$ cat src/rtl/image_filter_pkg.sv
// Shared types for the ImageFilter frame sequencer: controller states and the
// frame configuration record, sized for the maximum supported frame.
package image_filter_pkg;

  localparam int MAX_ROWS = 2048;
  localparam int MAX_COLS = 2448;
  localparam int ROW_W    = $clog2(MAX_ROWS);
  localparam int COL_W    = $clog2(MAX_COLS);
  localparam int BEAT_W   = ROW_W + COL_W;

  typedef enum logic [2:0] {
    IDLE   = 3'd0,
    START  = 3'd1,
    STREAM = 3'd2,
    DRAIN  = 3'd3,
    DONE   = 3'd4
  } ctrl_state_t;

  typedef struct packed {
    logic [2:0]       bypass;
    logic             sel_5x5;
    logic [ROW_W-1:0] rows;
    logic [COL_W-1:0] cols;
  } frame_cfg_t;

  // A frame with zero rows or zero columns can never complete.
  function automatic logic cfg_valid(input frame_cfg_t c);
    return (c.rows != '0) && (c.cols != '0);
  endfunction

endpackage

$ cat src/rtl/image_filter_ctrl_beat_counter.sv
// 2-D column/row beat counter for the input side of the frame sequencer.
// Column wraps at bpr-1 and carries into the row; o_last marks the final beat.
module frame_beat_counter
  import image_filter_pkg::*;
#(
  parameter int ROW_BITS = ROW_W,
  parameter int COL_BITS = COL_W
) (
  input  logic                i_clk,
  input  logic                i_rst_n,
  input  logic                i_clr,
  input  logic                i_en,
  input  logic [COL_BITS-1:0] i_bpr,
  input  logic [ROW_BITS-1:0] i_rows,
  output logic                o_last
);

  logic [COL_BITS-1:0] r_col;
  logic [ROW_BITS-1:0] r_row;
  logic                w_col_wrap;

  assign w_col_wrap = (r_col == i_bpr - COL_BITS'(1));
  assign o_last     = w_col_wrap && (r_row == i_rows - ROW_BITS'(1));

  always_ff @(posedge i_clk or negedge i_rst_n) begin
    if (!i_rst_n) begin
      r_col <= '0;
      r_row <= '0;
    end else if (i_clr) begin
      r_col <= '0;
      r_row <= '0;
    end else if (i_en) begin
      if (w_col_wrap) begin
        r_col <= '0;
        r_row <= r_row + ROW_BITS'(1);
      end else begin
        r_col <= r_col + COL_BITS'(1);
      end
    end
  end

endmodule

$ cat src/rtl/image_filter_ctrl.sv
// Frame sequencer in front of the ImageFilter pipeline. Optional drain
// watchdog is built only when FRAME_TIMEOUT_EN is defined.
module image_filter_ctrl
  import image_filter_pkg::*;
#(
  parameter int DWIDTH = 10,
  parameter int PIXCNT = 8,
  parameter int ROWS   = image_filter_pkg::MAX_ROWS,
  parameter int COLS   = image_filter_pkg::MAX_COLS
`ifdef FRAME_TIMEOUT_EN
  , parameter int TIMEOUT_CYC = 4096
`endif
) (
  input  logic                     sys_clk,
  input  logic                     sys_rst_n,
  input  logic                     cfg_wr,
  input  logic [2:0]               cfg_bypass,
  input  logic                     cfg_5x5_sel,
  input  logic [$clog2(ROWS)-1:0]  cfg_rows,
  input  logic [$clog2(COLS)-1:0]  cfg_cols,
  input  logic                     start,
  input  logic                     abort,
  input  logic [DWIDTH*PIXCNT-1:0] src_data,
  input  logic                     src_vld,
  output logic                     src_rdy,
  output logic [DWIDTH*PIXCNT-1:0] filt_data,
  output logic                     filt_vld,
  output logic                     filt_new_frame,
  output logic [2:0]               filt_bypass,
  output logic                     filt_5x5_sel,
  output logic [$clog2(ROWS)-1:0]  filt_rows,
  output logic [$clog2(COLS)-1:0]  filt_cols,
  input  logic                     filt_out_vld,
  output logic                     busy,
  output logic                     frame_done,
  output logic                     aborted,
  output logic                     cfg_err,
  output logic                     timeout_err,
  output logic [2:0]               dbg_state
);

  localparam int PIX_SH = $clog2(PIXCNT);
  localparam int PAD_W  = COL_W + 1;

  ctrl_state_t              r_state;
  frame_cfg_t               r_shadow, r_active, w_cfg_in, w_shadow_nxt;
  logic [BEAT_W-1:0]        r_out_cnt, w_total;
  logic [PAD_W-1:0]         w_cols_pad;
  logic [COL_W-1:0]         w_bpr;
  logic [DWIDTH*PIXCNT-1:0] r_filt_data;
  logic                     r_filt_vld, r_aborted, r_cfg_err;
  logic                     w_accept, w_last;

  // A same-cycle cfg_wr is visible to the start decision through w_shadow_nxt.
  assign w_cfg_in     = '{bypass: cfg_bypass, sel_5x5: cfg_5x5_sel, rows: cfg_rows, cols: cfg_cols};
  assign w_shadow_nxt = cfg_wr ? w_cfg_in : r_shadow;

  assign w_cols_pad = {1'b0, r_active.cols} + PAD_W'(PIXCNT - 1);
  assign w_bpr      = COL_W'(w_cols_pad >> PIX_SH);
  assign w_total    = BEAT_W'(r_active.rows) * BEAT_W'(w_bpr);

  // Upstream handshake: a beat transfers on a cycle where src_vld and src_rdy
  // are both high; src_rdy is high only in STREAM and never in an abort cycle.
  assign src_rdy  = (r_state == STREAM) && !abort;
  assign w_accept = src_vld && src_rdy;

  frame_beat_counter #(.ROW_BITS(ROW_W), .COL_BITS(COL_W)) u_in_cnt (
    .i_clk   (sys_clk),
    .i_rst_n (sys_rst_n),
    .i_clr   (r_state == START),
    .i_en    (w_accept),
    .i_bpr   (w_bpr),
    .i_rows  (r_active.rows),
    .o_last  (w_last)
  );

`ifdef FRAME_TIMEOUT_EN
  localparam int WD_W = $clog2(TIMEOUT_CYC + 1);
  logic [WD_W-1:0] r_wd;
  logic            r_timeout_err;
  logic            w_wd_fire;

  assign w_wd_fire = !filt_out_vld && (r_wd == WD_W'(TIMEOUT_CYC - 1));

  always_ff @(posedge sys_clk or negedge sys_rst_n) begin
    if (!sys_rst_n)                              r_wd <= '0;
    else if (r_state != DRAIN || filt_out_vld)   r_wd <= '0;
    else                                         r_wd <= r_wd + WD_W'(1);
  end

  assign timeout_err = r_timeout_err;
`else
  assign timeout_err = 1'b0;
`endif

  always_ff @(posedge sys_clk or negedge sys_rst_n) begin
    if (!sys_rst_n) begin
      r_state     <= IDLE;
      r_shadow    <= '0;
      r_active    <= '0;
      r_out_cnt   <= '0;
      r_filt_data <= '0;
      r_filt_vld  <= 1'b0;
      r_aborted   <= 1'b0;
      r_cfg_err   <= 1'b0;
`ifdef FRAME_TIMEOUT_EN
      r_timeout_err <= 1'b0;
`endif
    end else begin
      r_aborted  <= 1'b0;
      r_cfg_err  <= 1'b0;
      r_filt_vld <= w_accept;
`ifdef FRAME_TIMEOUT_EN
      r_timeout_err <= 1'b0;
`endif
      if (w_accept) r_filt_data <= src_data;
      if (cfg_wr)   r_shadow    <= w_cfg_in;

      if (r_state == START)
        r_out_cnt <= '0;
      else if (filt_out_vld && (r_state == STREAM || r_state == DRAIN))
        r_out_cnt <= r_out_cnt + BEAT_W'(1);

      if (abort && r_state != IDLE) begin
        r_state   <= IDLE;
        r_aborted <= 1'b1;
      end else begin
        case (r_state)
          IDLE: begin
            if (start) begin
              if (cfg_valid(w_shadow_nxt)) begin
                r_active <= w_shadow_nxt;
                r_state  <= START;
              end else begin
                r_cfg_err <= 1'b1;
              end
            end
          end
          START:  r_state <= STREAM;
          STREAM: if (w_accept && w_last) r_state <= DRAIN;
          DRAIN: begin
            if (r_out_cnt == w_total) r_state <= DONE;
`ifdef FRAME_TIMEOUT_EN
            else if (w_wd_fire) begin
              r_state       <= DONE;
              r_timeout_err <= 1'b1;
            end
`endif
          end
          DONE:    r_state <= IDLE;
          default: r_state <= IDLE;
        endcase
      end
    end
  end

  assign filt_data      = r_filt_data;
  assign filt_vld       = r_filt_vld;
  assign filt_new_frame = (r_state == START);
  assign frame_done     = (r_state == DONE);
  assign busy           = (r_state != IDLE);
  assign aborted        = r_aborted;
  assign cfg_err        = r_cfg_err;
  assign filt_bypass    = r_active.bypass;
  assign filt_5x5_sel   = r_active.sel_5x5;
  assign filt_rows      = r_active.rows;
  assign filt_cols      = r_active.cols;
  assign dbg_state      = r_state;

endmodule

$ cat config.mk
export PLATFORM = sky130hd
export DESIGN_NAME = image_filter_ctrl
export DESIGN_NICKNAME = d
export VERILOG_FILES = /design/src/rtl/image_filter_pkg.sv /design/src/rtl/image_filter_ctrl_beat_counter.sv /design/src/rtl/image_filter_ctrl.sv
export SDC_FILE = /design/constraint.sdc
export NUM_CORES = 1
export LEC_CHECK = 0
export ABC_CLOCK_PERIOD_IN_PS = 7460
export CORE_ASPECT_RATIO = 1.4
export CORE_MARGIN = 2
export CORE_UTILIZATION = 38
export CTS_CLUSTER_SIZE = 8
export DETAILED_ROUTE_END_ITERATION = 7
export GPL_ROUTABILITY_DRIVEN = 0
export SLEW_MARGIN = 20
export SYNTH_ARGS = -nofsm -noshare
export SYNTH_HDL_FRONTEND = slang
export SYNTH_HIERARCHICAL = 1
export SYNTH_SLANG_ARGS = --single-unit
$ cat constraint.sdc
create_clock -name sys_clk -period 7.46 [get_ports sys_clk]
set_clock_uncertainty 0.15 [all_clocks]
set_input_delay 1.492 -clock sys_clk [delete_from_list [all_inputs] [get_ports sys_clk]]
set_output_delay 1.492 -clock sys_clk [all_outputs]
set_load 0.01 [all_outputs]
After elaboration in Yosys (flattened, before gate mapping)
Cells that the tools add are included.
Widths: inputs -> output; s select.
{"block": "op_classes", "n_bitwise": 1, "n_mux": 20, "multipliers": 1, "order_cmp": 0, "n_shift": 0, "add_sub_neg": 6, "reduce_logical": 19, "n_div": 0, "n_eq_ne": 11}
{"operator": "$mux 23", "count": 2}
{"operator": "$mux 12", "count": 3}
{"operator": "$mux 11", "count": 3}
{"operator": "$mux 27", "count": 1}
{"operator": "$add 23x1->23 const B", "count": 1}
{"operator": "$eq 23x21->1", "count": 1}
{"operator": "$mul 11x10->21", "count": 1}
{"operator": "$mux 3", "count": 5}
{"operator": "$add 12x3->13 const B", "count": 1}
{"operator": "$add 12x1->12 const B", "count": 1}
{"operator": "$eq 12x12->1", "count": 1}
{"operator": "$pmux 3 s4", "count": 1}
{"operator": "$reduce_bool 12->1", "count": 1}
{"operator": "$add 11x1->11 const B", "count": 1}
{"operator": "$eq 11x11->1", "count": 1}
{"operator": "$reduce_bool 11->1", "count": 1}
{"operator": "$sub 10x1->11 const B", "count": 1}
{"operator": "$sub 11x1->11 const B", "count": 1}
{"operator": "$reduce_and 4->1", "count": 2}
{"operator": "$logic_and 1x1->1", "count": 7}
{"operator": "$eq 3x2->1 const B", "count": 2}
{"operator": "$ne 3x1->1 const B", "count": 2}
{"operator": "$ne 3x3->1 const B", "count": 2}
{"operator": "$reduce_bool 2->1", "count": 3}
{"operator": "other kinds (9)", "count": 13}
{"block": "word_totals", "regBits": 186, "output_inout_bits": 118, "romBits": 0, "input_bits": 114, "latchBits": 0, "mem_count": 0, "ramBits": 0}

Longest topological paths before layout
{"block": "depth", "ltp_word": 8, "mapped_depth": 25}

Modules after synthesis
The synthesis kept the hierarchy.
{"module": "image_filter_ctrl", "seq_area_each_um2": 4078.9, "n_inst": 1, "cells_each": 1120, "area_each_um2": 10617.7}
{"module": "frame_beat_counter", "seq_area_each_um2": 575.6, "n_inst": 1, "cells_each": 223, "area_each_um2": 1894.3}

Worst setup path before layout
No wires, ideal clock.
{"block": "synth_path", "path_kind": "register -> register", "startpoint": "register r_active (netlist bit filt_cols[0])", "endpoint": "register r_state[2] (netlist: dbg_state[2])", "slack_ns": 0.595, "n_path_buf": 1, "t_required_ns": 7.216, "path_stages_with_launch": 23, "setup_time_ns": 0.094, "arrival_ns": 6.620, "period_less_slack_ns": 6.865, "cell_sequence": "dfrtp_1 o311ai_0 nor2_1 and3_1 and3_1 xor2_1 clkbuf_1 nand2_1 fa_1 fa_1 fa_1 fa_1 inv_1 fa_1 ha_1 a21oi_1 o21ai_0 a31oi_1 o41ai_4 mux2i_1 or3_4 nor3_2 nor4b_4"}
{"block": "synth_between", "elab_chain_len": 7, "elab_cells_between_ends": 10, "classes_between": "2 x add/sub; 1 x mul; 4 x eq/ne; 3 x reduce/logical"}
{"element": "start: declaration", "line": "image_filter_ctrl.sv:46", "text": "frame_cfg_t r_shadow, r_active, w_cfg_in, w_shadow_nxt;"}
{"element": "start signal: assignment", "line": "image_filter_ctrl.sv:132", "text": "r_active <= w_shadow_nxt;"}
{"element": "$add 12x3->13 (*)", "line": "image_filter_ctrl.sv:58", "text": "assign w_cols_pad = {1'b0, r_active.cols} + PAD_W'(PIXCNT - 1);"}
{"element": "via w_cols_pad[10]", "line": "image_filter_ctrl.sv:48", "text": "logic [PAD_W-1:0] w_cols_pad;"}
{"element": "branches (longest 5 deep; another with $mul 11x10->21)"}
{"element": "$reduce_and 4->1 (no source line) (*)"}
{"element": "end signal: assignment", "line": "image_filter_ctrl.sv:139", "text": "START: r_state <= STREAM;"}
{"element": "end signal: assignment", "line": "image_filter_ctrl.sv:140", "text": "STREAM: if (w_accept && w_last) r_state <= DRAIN;"}
{"element": "end signal: assignment", "line": "image_filter_ctrl.sv:142", "text": "if (r_out_cnt == w_total) r_state <= DONE;"}
{"element": "end: declaration", "line": "image_filter_ctrl.sv:45", "text": "ctrl_state_t r_state;"}
Mark *: on every way through the listed nets, which the timed path passes.
A chain may end at the register's enable or synchronous reset.

Final worst setup path
{"block": "layout_path", "startpoint": "register r_active (netlist bit filt_cols[0])", "endpoint": "register r_state[2] (netlist: dbg_state[2])"}
{"block": "layout_between", "elab_chain_len": 7, "elab_cells_between_ends": 10, "classes_between": "2 x add/sub; 1 x mul; 4 x eq/ne; 3 x reduce/logical"}
{"element": "$add 12x3->13 (*)", "line": "image_filter_ctrl.sv:58"}
{"element": "branches (longest 5 deep; another with $mul 11x10->21)"}
{"element": "$reduce_and 4->1 (no source line) (*)"}
Every way passes the cells marked *.

==> run metrics <==
CORE AREA=0.0324 sq mm; Crit path arrival time=7170 ps; Unique masters post-synth=72; drt total wl=around 34000 um; Vias per Instance=5.00; Initial Util=0.386; # rows=slightly below 80; Worst Setup End Kind=register; vias in the first global route=~11000; area grow syn2layout=26.8%; Setup violations, final=0; synthesized flop and latch total=about 190; die area=0.0344 sq mm; Fin. Hold Viols=0; CP Class=register to register; Setup TNS=0 ps; worst hold stages=2; Synth Instances=1343; Worst-path clk slew=70 ps; drt wl/cell=roughly 17 um; Post-Syn Area=around 0.013 sq mm; global-route wire length before repair=roughly 56000 um; sequential fraction of the synthesis area=0.372; mean post-synth cell area=about 9.3 sq um; I/O Buffers=230; post-cts gate resize count=0; largest net degree at the start of global routing=107; Ports=approximately 230; total clock sinks=186; Worst-Skew Late Latency=~450 ps; CTS max path bufs=2; Final min period=6950 ps; # Post-CTS Setup Buffers=0; startpoint types=register; dpl hpwl=between 20000 and 30000 um; share of layout cells above drive strength 1=0.0817; Pre-antenna DRT Iters=5; gr ovfl total=0; Hold Startpoint=filt_data[72]; initial antenna violation count=0; R2R Path Start=filt_cols[0]; Synth Flop Type=dfrtp_1; die width=157 um; DRC errors left=0; Yosys warning count=6; Slew @ Worst Pin=just over 900 ps; final max-slew violation count=0; Post-synth EDFFs=0; final core occ=0.489; aggregate global-route resource usage=0.207; CTS tree=yes; outcome=completed; maximum capacitance violations=0; filler instances=approximately 3100; Final Cycle Share=0.932; Detailed Route Iter0 Violations=425; Net count, final=1798; critical path peak fanout=15; Critical Path Start=filt_cols[0]; Min-Delay Path Class=register to register; DP Area=0.0153 sq mm; Crit path required time=approximately 7700 ps; cts bufs inserted=17; cts hold-fix bufs=0; chip height=between 200 and 250 um; post-route antenna net violation count=0; reg2reg setup slack=510 ps; f_max=0.144 GHz; # diodes=0; asr flop ratio synth=1.00; worst reg2reg path depth=22; design area=roughly 0.016 sq mm; Rel. slew slack=0.388; DR vias=~10000; H-tree levels=4; RSZ-0062 raised after global routing=false; clock root buffer=clkbuf_16
area by class of cell:
type	count	area [sq um]	area share
multi-input cells	1018	7320	0.462
flip-flops and latches	186	4650	0.293
repair buffers	248	2440	0.154
well taps	440	551	0.0347
clock buffers	17	425	0.0268
inverters	82	308	0.0194
clock inverters	15	154	0.00970
worst max-delay path: stages, from the launching register on:
cell and delay [ps]:
dfrtp_1 430, o311ai_2 360, nor2_1 130, and3_1 240, and3_1 240, xor2_1 270
buf_4 280, nand2_1 90, fa_1 490, fa_1 510, fa_1 520, fa_1 540
inv_1 50, fa_1 470, ha_1 420, a21oi_2 220, o21ai_1 110, a2111oi_1 340
o311ai_0 200, nor4_1 220, nand4_1 180, nor3_2 180, nor4b_4 210
state kept, by name, indices dropped and copies added, names as in the netlist:
name            cells
filt_data          80
r_shadow           27
r_out_cnt          23
filt_cols          12
u_in_cnt/r_col     12
filt_rows          11
u_in_cnt/r_row     11
dbg_state           3
filt_bypass         3
aborted             1
cfg_err             1
filt_5x5_sel        1
filt_vld            1
per-stage QoR:
stage / hold WS (ps) / instances / setup slack (ps)
final: 323 / 2006 / 508
after global placement: 306 / 1974 / 310
after global routing: 344 / 2006 / 17.2
after detailed placement: 311 / 1974 / 245
after floorplan: 316 / 1346 / 595
after CTS: 331 / 2006 / 237
cells in the mapped netlist, types with 38 or more instances:
library cell | count | area (sq um)
nand2_1 | 351 | 1320
dfrtp_1 | 186 | 4650
inv_1 | 81 | 304
fa_1 | 70 | 1400
ha_1 | 61 | 763
and2_1 | 51 | 319
nor2_1 | 50 | 188
xor2_1 | 49 | 429
clkbuf_1 | 48 | 180
xnor2_1 | 47 | 412
mux2_2 | 45 | 507
a21oi_1 | 39 | 195
o21ai_0 | 38 | 190
kinds of logic after synthesis:
family / count (synthesis) / synth area share
AND/OR/NAND/NOR: 610 / 0.229
XOR/XNOR: 96 / 0.0672
buffers and inverters: 142 / 0.0453
flip-flops: 186 / 0.372
AO/OA/AOI/OAI: 123 / 0.0630
multiplexers: 54 / 0.0505
adder cells (fa/ha/maj): 131 / 0.173
other: 1 / 0.000300
metal layers:
layer  global-route usage  up-vias  wire length, um
li1                     -     4829                -
met1                0.230     4906            13000
met2                0.376      256            17700
met3               0.0637       42             2190
met4               0.0624        0              742
met5                    0        -                0
cells in the final DEF, fill, tap and decap left out, types with 7 or more instances in the layout:
cell type,Yosys,routed
a21oi_1,39,38
and2_1,51,51
and3_1,22,22
buf_4,1,17
clkbuf_16,0,17
clkdlybuf4s50_1,0,229
dfrtp_1,186,186
fa_1,70,70
ha_1,61,61
inv_1,81,81
mux2_2,45,45
mux2_4,7,7
nand2_1,351,350
nand3_1,16,16
nand4_1,19,19
nor2_1,50,50
nor3_1,23,23
nor4_1,17,17
o21ai_0,38,38
or3_1,17,17
xnor2_1,47,47
xor2_1,49,49
final timing paths:
kind                                  to
max                         dbg_state[2]
min                        filt_data[72]
max reg2reg                 dbg_state[2]
min reg2reg                filt_data[72]
max in group asynchronous   r_shadow[11]
min in group asynchronous  filt_data[79]
Power is not shown: default switching activity piles up to over one toggle a cycle in this logic, so the estimate is an artifact.
